===== config.mk =====
export PLATFORM = sky130hd
export DESIGN_NAME = nerv_wb_bridge
export DESIGN_NICKNAME = d
export VERILOG_FILES = /design/src/rtl/nerv_wb_bridge.sv
export SDC_FILE = /design/constraint.sdc
export NUM_CORES = 1
export LEC_CHECK = 0
export CORE_ASPECT_RATIO = 1.1
export CORE_MARGIN = 3
export CORE_UTILIZATION = 40
export CTS_BUF_LIST = sky130_fd_sc_hd__clkbuf_4 sky130_fd_sc_hd__clkbuf_8
export DETAILED_ROUTE_END_ITERATION = 16
export GPL_TIMING_DRIVEN = 0
export PLACE_DENSITY = 0.76
export RECOVER_POWER = 100
export SETUP_SLACK_MARGIN = 0.2
export SLEW_MARGIN = 0
export SYNTH_ARGS = -nofsm -noshare
export SYNTH_HDL_FRONTEND = slang
export SYNTH_SLANG_ARGS = --single-unit

===== constraint.sdc =====
create_clock -name clk_core -period 5.7 [get_ports clk_core]
set_clock_uncertainty 0.1 [all_clocks]
set_input_delay 0.855 -clock clk_core [delete_from_list [all_inputs] [get_ports clk_core]]
set_output_delay 0.855 -clock clk_core [all_outputs]
set_load 0.01 [all_outputs]

===== src/rtl/nerv_wb_bridge.sv =====
// Bridges a NERV-style stalled memory port onto a Wishbone classic master.
// One request is accepted in IDLE, held on the bus until ack/err/timeout, then released for a single DONE cycle.
module nerv_wb_bridge #(
    parameter int unsigned             ADDR_WIDTH     = 32,
    parameter int unsigned             DATA_WIDTH     = 32,
    parameter bit                      READ_ONLY      = 1'b0,
    parameter int unsigned             TIMEOUT_CYCLES = 1024,
    parameter logic [DATA_WIDTH-1:0]   ERR_DATA       = '0,
    localparam int unsigned            SEL_WIDTH      = DATA_WIDTH / 8
) (
    input  logic                  clk_core,
    input  logic                  rst_core,
    input  logic                  core_req_valid,
    input  logic [ADDR_WIDTH-1:0] core_addr,
    input  logic [SEL_WIDTH-1:0]  core_wstrb,
    input  logic [DATA_WIDTH-1:0] core_wdata,
    output logic [DATA_WIDTH-1:0] core_rdata,
    output logic                  core_stall,
    output logic                  wb_cyc,
    output logic                  wb_stb,
    output logic                  wb_we,
    output logic [SEL_WIDTH-1:0]  wb_sel,
    output logic [ADDR_WIDTH-1:0] wb_adr,
    output logic [DATA_WIDTH-1:0] wb_dat_o,
    input  logic [DATA_WIDTH-1:0] wb_dat_i,
    input  logic                  wb_ack,
    input  logic                  wb_err,
    output logic                  bus_fault,
    output logic [15:0]           fault_count
);

    localparam int unsigned TW = (TIMEOUT_CYCLES > 2) ? $clog2(TIMEOUT_CYCLES) : 1;
    localparam logic [TW-1:0] TMO_LAST = TW'((TIMEOUT_CYCLES == 0) ? 0 : TIMEOUT_CYCLES - 1);

    typedef enum logic [1:0] {
        IDLE,
        BUS,
        DONE
    } state_e;

    state_e                  state_q;
    logic                    wb_cyc_q;
    logic                    wb_we_q;
    logic [SEL_WIDTH-1:0]    wb_sel_q;
    logic [ADDR_WIDTH-1:0]   wb_adr_q;
    logic [DATA_WIDTH-1:0]   wb_dat_q;
    logic [DATA_WIDTH-1:0]   rdata_q;
    logic                    bus_fault_q;
    logic [15:0]             fault_count_q;
    logic [15:0]             fault_count_d;
    logic [TW-1:0]           tmo_q;
    logic                    req_write;
    logic                    timeout_hit;
    logic                    fault_hit;

    always_comb begin
        req_write     = (|core_wstrb) & ~READ_ONLY;
        // Timeout only fires when the slave is silent; err still takes priority over ack.
        timeout_hit   = (TIMEOUT_CYCLES != 0) && (tmo_q == TMO_LAST) && !wb_ack && !wb_err;
        fault_hit     = wb_err | timeout_hit;
        fault_count_d = (fault_count_q == '1) ? fault_count_q : fault_count_q + 16'd1;
        core_stall    = (state_q == BUS) | ((state_q == IDLE) & core_req_valid);
    end

    always_ff @(posedge clk_core or posedge rst_core) begin
        if (rst_core) begin
            state_q       <= IDLE;
            wb_cyc_q      <= 1'b0;
            wb_we_q       <= 1'b0;
            wb_sel_q      <= '0;
            wb_adr_q      <= '0;
            wb_dat_q      <= '0;
            rdata_q       <= '0;
            bus_fault_q   <= 1'b0;
            fault_count_q <= '0;
            tmo_q         <= '0;
        end else begin
            bus_fault_q <= 1'b0;
            case (state_q)
                IDLE: begin
                    if (core_req_valid) begin
                        wb_cyc_q <= 1'b1;
                        wb_we_q  <= req_write;
                        wb_sel_q <= req_write ? core_wstrb : '1;
                        wb_adr_q <= core_addr;
                        wb_dat_q <= READ_ONLY ? '0 : core_wdata;
                        tmo_q    <= '0;
                        state_q  <= BUS;
                    end
                end
                BUS: begin
                    tmo_q <= tmo_q + TW'(1);
                    if (fault_hit) begin
                        wb_cyc_q      <= 1'b0;
                        wb_we_q       <= 1'b0;
                        rdata_q       <= ERR_DATA;
                        bus_fault_q   <= 1'b1;
                        fault_count_q <= fault_count_d;
                        state_q       <= DONE;
                    end else if (wb_ack) begin
                        wb_cyc_q <= 1'b0;
                        wb_we_q  <= 1'b0;
                        if (!wb_we_q) begin
                            rdata_q <= wb_dat_i;
                        end
                        state_q <= DONE;
                    end
                end
                DONE: begin
                    state_q <= IDLE;
                end
                default: begin
                    state_q <= IDLE;
                end
            endcase
        end
    end

    assign wb_cyc      = wb_cyc_q;
    assign wb_stb      = wb_cyc_q;
    assign wb_we       = wb_we_q;
    assign wb_sel      = wb_sel_q;
    assign wb_adr      = wb_adr_q;
    assign wb_dat_o    = wb_dat_q;
    assign core_rdata  = rdata_q;
    assign bus_fault   = bus_fault_q;
    assign fault_count = fault_count_q;

endmodule


== After elaboration in Yosys (flattened, before gate mapping) ==
Cells that the tools add are included.
Operators by class
  bitwise operators: 4
  equal/unequal tests: 6
  $add $sub $neg: 2
  reduce and logical (&&, ||, !) cells: 14
  muxes and demuxes: 18
Operator list (count)
  32-bit 2-to-1 mux: 3
  10-bit case mux with 2 select lines: 1
  16-bit by 1-bit adder with 16-bit output, second input constant: 1
  16-bit == test, second input constant: 1
  10-bit by 1-bit adder with 10-bit output, second input constant: 1
  10-bit == test, second input constant: 1
  10-bit 2-to-1 mux: 1
  3-bit AND reduction: 3
  1-bit 2-to-1 mux: 6
  2-bit 2-to-1 mux: 3
  2-bit AND reduction: 3
  4-bit 2-to-1 mux: 1
  1-bit case mux with 2 select lines: 2
  2-bit case mux with 2 select lines: 1
  2-bit nonzero test: 2
  4-bit OR reduction: 1
  3-bit inequality test, second input constant: 1
  2-bit by 1-bit == test with 1-bit output, second input constant: 1
  1-bit logical AND: 2
  1-bit logical NOT: 2
  2-bit logical NOT: 1
  2-bit by 1-bit inequality test with 1-bit output, second input constant: 1
  2-bit inequality test, second input constant: 1
  1-bit bitwise OR: 2
  2 further kinds: 2
Storage, ports and cells
  register bits after elaboration: 131
  bits of input ports: 105
  output and inout port bits: 121
  word-level logic and storage cells: 54

== Depth between registers and ports, before layout ==
Gate-level depths: netlist (run 1).
  depth in word-level cells: 6
  mapped depth: 7
  gate-level depth less buffers: 5

== Worst setup path after synthesis (run 1) ==
OpenSTA, ideal clock, no wires.
  path kind: input to output
  start point: input core_req_valid
  end point: output core_stall
  arrival time: 1328 ps
  buffers on the path: 0
  stages: 2
  data required time: 4745 ps
  path slack: 3417 ps
  path through: o21bai_1 > inv_1
On the way
  longest elaborated chain between the ends: 2
RTL lines
  start, declared: line 13  | input logic core_req_valid,
  1-bit bitwise AND: line 62  | core_stall = (state_q == BUS) | ((state_q == IDLE) & core_req_valid);
  1-bit bitwise OR: line 62
  end, declared: line 18  | output logic core_stall,
No other way between the ends.

== Worst setup path in the final report (run 1) ==
Same ends and word-level chain as after synthesis.

==> reports/qor.csv, run 1 <==
metric,value,unit
Final Power,3.27,mW
DP Cell Count,900,
Bufs and invs on worst path,3,
CTS tree,yes,
fin nets,869,
CP peak stage delay,630,ps
# hold bufs at CTS,0,
status,finished with violations,
"Async S/R FF share, synth",1.00,
die area,14900,um2
Worst R2R End,fault_count[7],
Startpoint Class,primary input,
Post-Syn Instances,517,
WS Path Type,in -> out,
sequential-to-total area share from yosys stat,0.609,
clk sink count,131,
"EDFF count, synth",0,
Period minus WS final,3580,ps
hold wc startpoint,wb_dat_o[15],
Max Cap Violations,1,
library cells used by synthesis,40,
largest buffer count on any clock path,2,
initial DRC count,203,
Reg2Reg Depth,6,
clock root cell,clkbuf_8,
Final Slew Violations,62,
CTS H-tree lvls,4,
Worst EP required,4740,ps
final WL,14900,um
postcts setup bufs,0,
final global-route overflow total,0,
Worst setup EP type,output pin,
Final Wtd Congestion,0.799,
"Top cell by count, worst path",dlygate4sd3_1,
boundary pin count,226,
synth top area cells,"dfrtp_1 61%, nand2_1 15%, a22o_1 5.4%",
Hold WS,371,ps
first-pass GRT wire length,23700,um
Initial Util,0.418,
Syn-to-layout area delta,51.3,%
largest net degree at the start of global routing,71,
RSZ-0062 raised after global routing,false,
period utilization,0.629,
Die Span X,117,um
failing checks,"max-capacitance violations, max-slew violations",
"delay-heaviest family, CP",buffers and inverters,
measured slew at the worst slew-check pin,2750,ps
total global-route track usage,0.202,
row count,43,
RR Startpoint,tmo_q[0],
crit path max fanout,8,
Final Hold Vio Count,0,
Worst-Skew Late Latency,440,ps
fillers,1029,
hold path endpoint,wb_dat_o[15],
clock slew at reported path FFs,70,ps
initial antenna violation count,1,
drc violations,0,
reg2reg setup slack,3170,ps
Num CTS Buffers,17,
DPL Wire Length,11100,um
Finished Layout Cells,931,
layout cells sized above 1,0.0517,
Synth Register Bits,131,
cell taking the most area after synthesis,dfrtp_1,
min-delay worst type,reg -> reg,
First-pass DRT Iterations,4,
chip height,128,um
CTS resizes,0,
Max Clk Rate,279,MHz
Slowest cell on crit path,dlygate4sd3_1,
Synth top cells by count,"212 x nand2_1, 131 x dfrtp_1, 33 x a22o_1",
via count,4688,
routed length per instance,16.0,um
Via density,5.04,
cell leakage power,3.95,nW
core area,12900,um2
hold depth,2,
most instantiated library cell after synthesis,nand2_1,
final setup fails,0,
dominant register cell in the synthesized netlist,dfrtp_1,
Netlist Area Pre-Place,5380,um2
top cell type's share of synthesized area,0.609,
"Avg Cell Area, Syn",10.4,um2
Pwr per Cell Area,402,nW/um2
VDD IR max,0.206,mV
worst path cell trace,"dlygate4sd3_1, o21bai_1, inv_1, dlygate4sd3_1",
vias in the first global route,4854,
Routed Antenna Nets,0,
"Net Count, Synth",624,
Syn. warnings,0,
Port Buffers,225,
Worst slew margin,-0.840,
crit path DAT,2630,ps
[how the worst max path moves through the flow]
stage / start / endpoint / slack, ps / cells after the start
after detailed placement: core_req_valid / core_stall / 2310 / 4
after CTS: core_req_valid / core_stall / 2320 / 4
after floorplan: rst_core / bus_fault / 1250 / 1
after global routing: core_req_valid / core_stall / 1970 / 4
final: core_req_valid / core_stall / 2120 / 4
after global placement: rst_core / wb_adr[2] / -440 / 2
[power breakdown]
part           internal (mW)  switching (mW)
logic                  0.572           0.533
registers               1.20           0.160
clock network          0.459           0.352
total                   2.23            1.05
[routing by layer]
metal / wire (um) / GRT usage / vias up
li1: - / - / 2229
met1: 5920 / 0.238 / 2265
met2: 7470 / 0.339 / 170
met3: 1240 / 0.0701 / 24
met4: 298 / 0.0756 / 0
met5: 0 / 0 / -
[cell families (layout without fill, tap and decap cells)]
| family | after synthesis | count (layout) | synth area share |
|---|---|---|---|
| other | 0 | 1 | 0 |
| flip-flops | 131 | 131 | 0.609 |
| XOR/XNOR | 8 | 8 | 0.0130 |
| multiplexers | 8 | 8 | 0.0167 |
| buffers and inverters | 37 | 293 | 0.0307 |
| AND/OR/NAND/NOR | 259 | 259 | 0.203 |
| AO/OA/AOI/OAI | 72 | 72 | 0.123 |
| adder cells (fa/ha/maj) | 2 | 2 | 0.00465 |
[worst min-delay path, stage by stage, from the launching register on]
cell and delay (ps):
dfrtp_1 340, nand2_1 50, nand2_1 60
[registers in the layout (all words and copies together), names as in the netlist]
signal,flops
wb_adr,32
tmo_q,10
core_rdata,32
wb_dat_o,32
wb_we,1
bus_fault,1
wb_cyc,1
state_q,2
wb_sel,4
fault_count,16
[per-stage QoR]
step           area (um2)  setup slack, ps  utilization  TNS, ps
3_5_place_dp         7860             2310        0.611        0
4_1_cts              8270             2320        0.643        0
2_1_floorplan        5380             1250            -        0
5_1_grt              8140             1970        0.633        0
3_3_place_gp         7830             -436        0.609   -56030
6_report             8140             2120        0.633        0
[area by class of cell]
type,instances,area [um2],area share
Clock inverter,10,133,0.0163
Buffer,31,128,0.0157
Tap cell,157,196,0.0241
Multi-Input combinational cell,349,1820,0.224
Antenna cell,1,2.50,0.000307
Inverter,6,23.8,0.00292
Sequential cell,131,3280,0.403
Clock buffer,20,275,0.0338
Timing Repair Buffer,226,2280,0.280
[cells in the final DEF, fill, tap and decap left out, types with 4 or more instances in the layout]
master           count
a2111oi_0            4
a22o_1              33
and3_1               7
clkbuf_1            25
clkbuf_8            20
clkdlybuf4s50_1    100
clkinv_2             4
dfrtp_1            131
dlygate4sd3_1      125
inv_1                5
mux2_1               8
nand2_1            212
nand3_1             11
nand4_1              4
nor2_1               5
nor4_1               6
o21ai_0             12
o22a_1               4
xor2_1               8
No activity file was read; power rests on OpenSTA's default activity.
==> inputs of run 2 (changes only) <==
Clock period 5.7 ns to 3.6 ns, I/O delays scaled along.
==> reports/qor.csv, run 2 (same netlist as run 1, synthesis figures left out) <==
metric,value,unit,change
Switch Pwr,1.61,mW,+54%
Int Pwr,3.38,mW,+52%
First-pass DRT Iterations,5,,+1
crit path max fanout,8,,unchanged
Max Cap Violations,0,,-1
VDD IR max,0.361,mV,+75%
Clock power frac,0.221,,-0.027
WS Path Type,in -> out,,
Routed Antenna Nets,0,,unchanged
"Top cell by count, worst path",dlygate4sd3_1,,
Final Slew Violations,0,,-100%
core area,12900,um2,unchanged
largest net degree at the start of global routing,45,,-37%
chip height,128,um,unchanged
Worst EP required,2960,ps,-1780 ps
Period minus WS final,2950,ps,
crit path DAT,2310,ps,-320 ps
most frequent cells in the layout,"212 x nand2_1, 131 x dfrtp_1, 123 x dlygate4sd3_1",,
final WL,14600,um,-2.2%
Port Buffers,225,,unchanged
Num CTS Buffers,17,,unchanged
Initial Util,0.418,,unchanged
RR Startpoint,tmo_q[0],,
layout cells sized above 1,0.0554,,+0.00367
CTS resizes,0,,unchanged
Comb power frac,0.349,,+0.012
CP peak stage delay,630,ps,about the same
Startpoint Class,primary input,,
final global-route overflow total,0,,unchanged
routed length per instance,15.6,um,-2.5%
Max Clk Rate,339,MHz,
initial antenna violation count,1,,unchanged
fin nets,871,,+0.23%
setup TNS,0,ps,unchanged
vias in the first global route,4785,,-1.4%
period utilization,0.818,,
clock root cell,clkbuf_8,,
Worst R2R End,fault_count[6],,
Reg2Reg Depth,6,,unchanged
CTS tree,yes,,
die area,14900,um2,unchanged
Final Hold Vio Count,0,,unchanged
"most common cell after layout, fill and taps aside",nand2_1,,
postcts setup bufs,0,,unchanged
largest buffer count on any clock path,2,,unchanged
min-delay worst type,reg -> reg,,
reg2reg setup slack,1060,ps,-2110 ps
Bufs and invs on worst path,3,,unchanged
Final Wtd Congestion,0.772,,-3.3%
hold wc startpoint,wb_dat_o[0],,
DPL Wire Length,11100,um,-0.27%
row count,43,,unchanged
initial DRC count,185,,-8.9%
hold depth,2,,unchanged
Via density,4.98,,-1.1%
cell leakage power,3.94,nW,-0.25%
Syn-to-layout area delta,51.0,%,
Worst setup EP type,output pin,,
Die Span X,117,um,unchanged
measured slew at the worst slew-check pin,960,ps,-1790 ps
RSZ-0062 raised after global routing,false,,
boundary pin count,226,,unchanged
first-pass GRT wire length,23600,um,-0.61%
Worst-Skew Late Latency,430,ps,about the same
status,"complete, no violations",,
drc violations,0,,unchanged
fillers,1056,,+2.6%
worst path cell trace,"dlygate4sd3_1, o21bai_1, inv_1, dlygate4sd3_1",,
Slowest cell on crit path,dlygate4sd3_1,,
hold path endpoint,wb_dat_o[0],,
Hold WS,367,ps,-3.38 ps
Pwr per Cell Area,615,nW/um2,+53%
Sw Ratio,0.323,,+0.00318
Worst slew margin,0.360,,+1.20
clk sink count,131,,unchanged
final setup fails,0,,unchanged
"delay-heaviest family, CP",buffers and inverters,,
total global-route track usage,0.200,,-0.00208
CTS H-tree lvls,4,,unchanged
Flop pwr share,0.430,,+0.015
clock slew at reported path FFs,70,ps,about the same
via count,4653,,-0.75%
# hold bufs at CTS,0,,unchanged
run 2: worst max-delay path by stage:
| stage | start | end | slack (ps) | cells past startpoint |
|---|---|---|---|---|
| after floorplan | rst_core | bus_fault | 1340 | 1 |
| after global placement | rst_core | wb_adr[14] | 210 | 2 |
| final | core_req_valid | core_stall | 650 | 4 |
| after global routing | core_req_valid | core_stall | 550 | 4 |
| after CTS | core_req_valid | core_stall | 870 | 4 |
| after detailed placement | core_req_valid | core_stall | 860 | 4 |
run 2: routing by layer:
metal	global-route usage	part of all wire	up-vias
met5	0	0	-
met1	0.244	0.41	2210
li1	-	-	2239
met2	0.331	0.49	181
met3	0.0734	0.082	23
met4	0.0614	0.017	0
run 2: stage by stage:
stage | total power, mW | worst slack [ps] | util | std cells | cell area (um2)
floorplan | 2.94 | 1340 | - | 517 | 5380
global placement | 4.07 | 211 | 0.609 | 899 | 7830
detailed placement | 4.13 | 862 | 0.614 | 902 | 7890
CTS | 5.26 | 875 | 0.641 | 933 | 8240
global route | 5.33 | 550 | 0.632 | 934 | 8120
finish | 4.99 | 653 | 0.632 | 934 | 8120
run 2: final cells by class:
type                       count  area, um2  area share
buffer                        31        126      0.0156
inverter                       6       23.8     0.00293
timing repair buffer         228       2300       0.283
multi-input combinational    349       1840       0.227
sequential                   131       3280       0.404
tap                          157        196      0.0242
clock inverter                 4       25.0     0.00308
antenna                        1       2.50    0.000308
clock buffer                  27        328      0.0404
run 2: tightest hold or removal path, delay by kind of cell, from the launching register on:
| kind | cells | cell delay (ps) |
|---|---|---|
| and+or+nand+nor | 2 | 100 |
| DFF | 1 | 340 |
run 2: power groups by stage:
stage          Sequential, mW  Clock [mW]  Combinational, mW
5_1_grt                  2.21        1.20               1.92
3_3_place_gp             2.16           0               1.91
4_1_cts                  2.17        1.14               1.96
6_report                 2.15        1.10               1.74
2_1_floorplan            2.36           0              0.581
3_5_place_dp             2.19           0               1.95
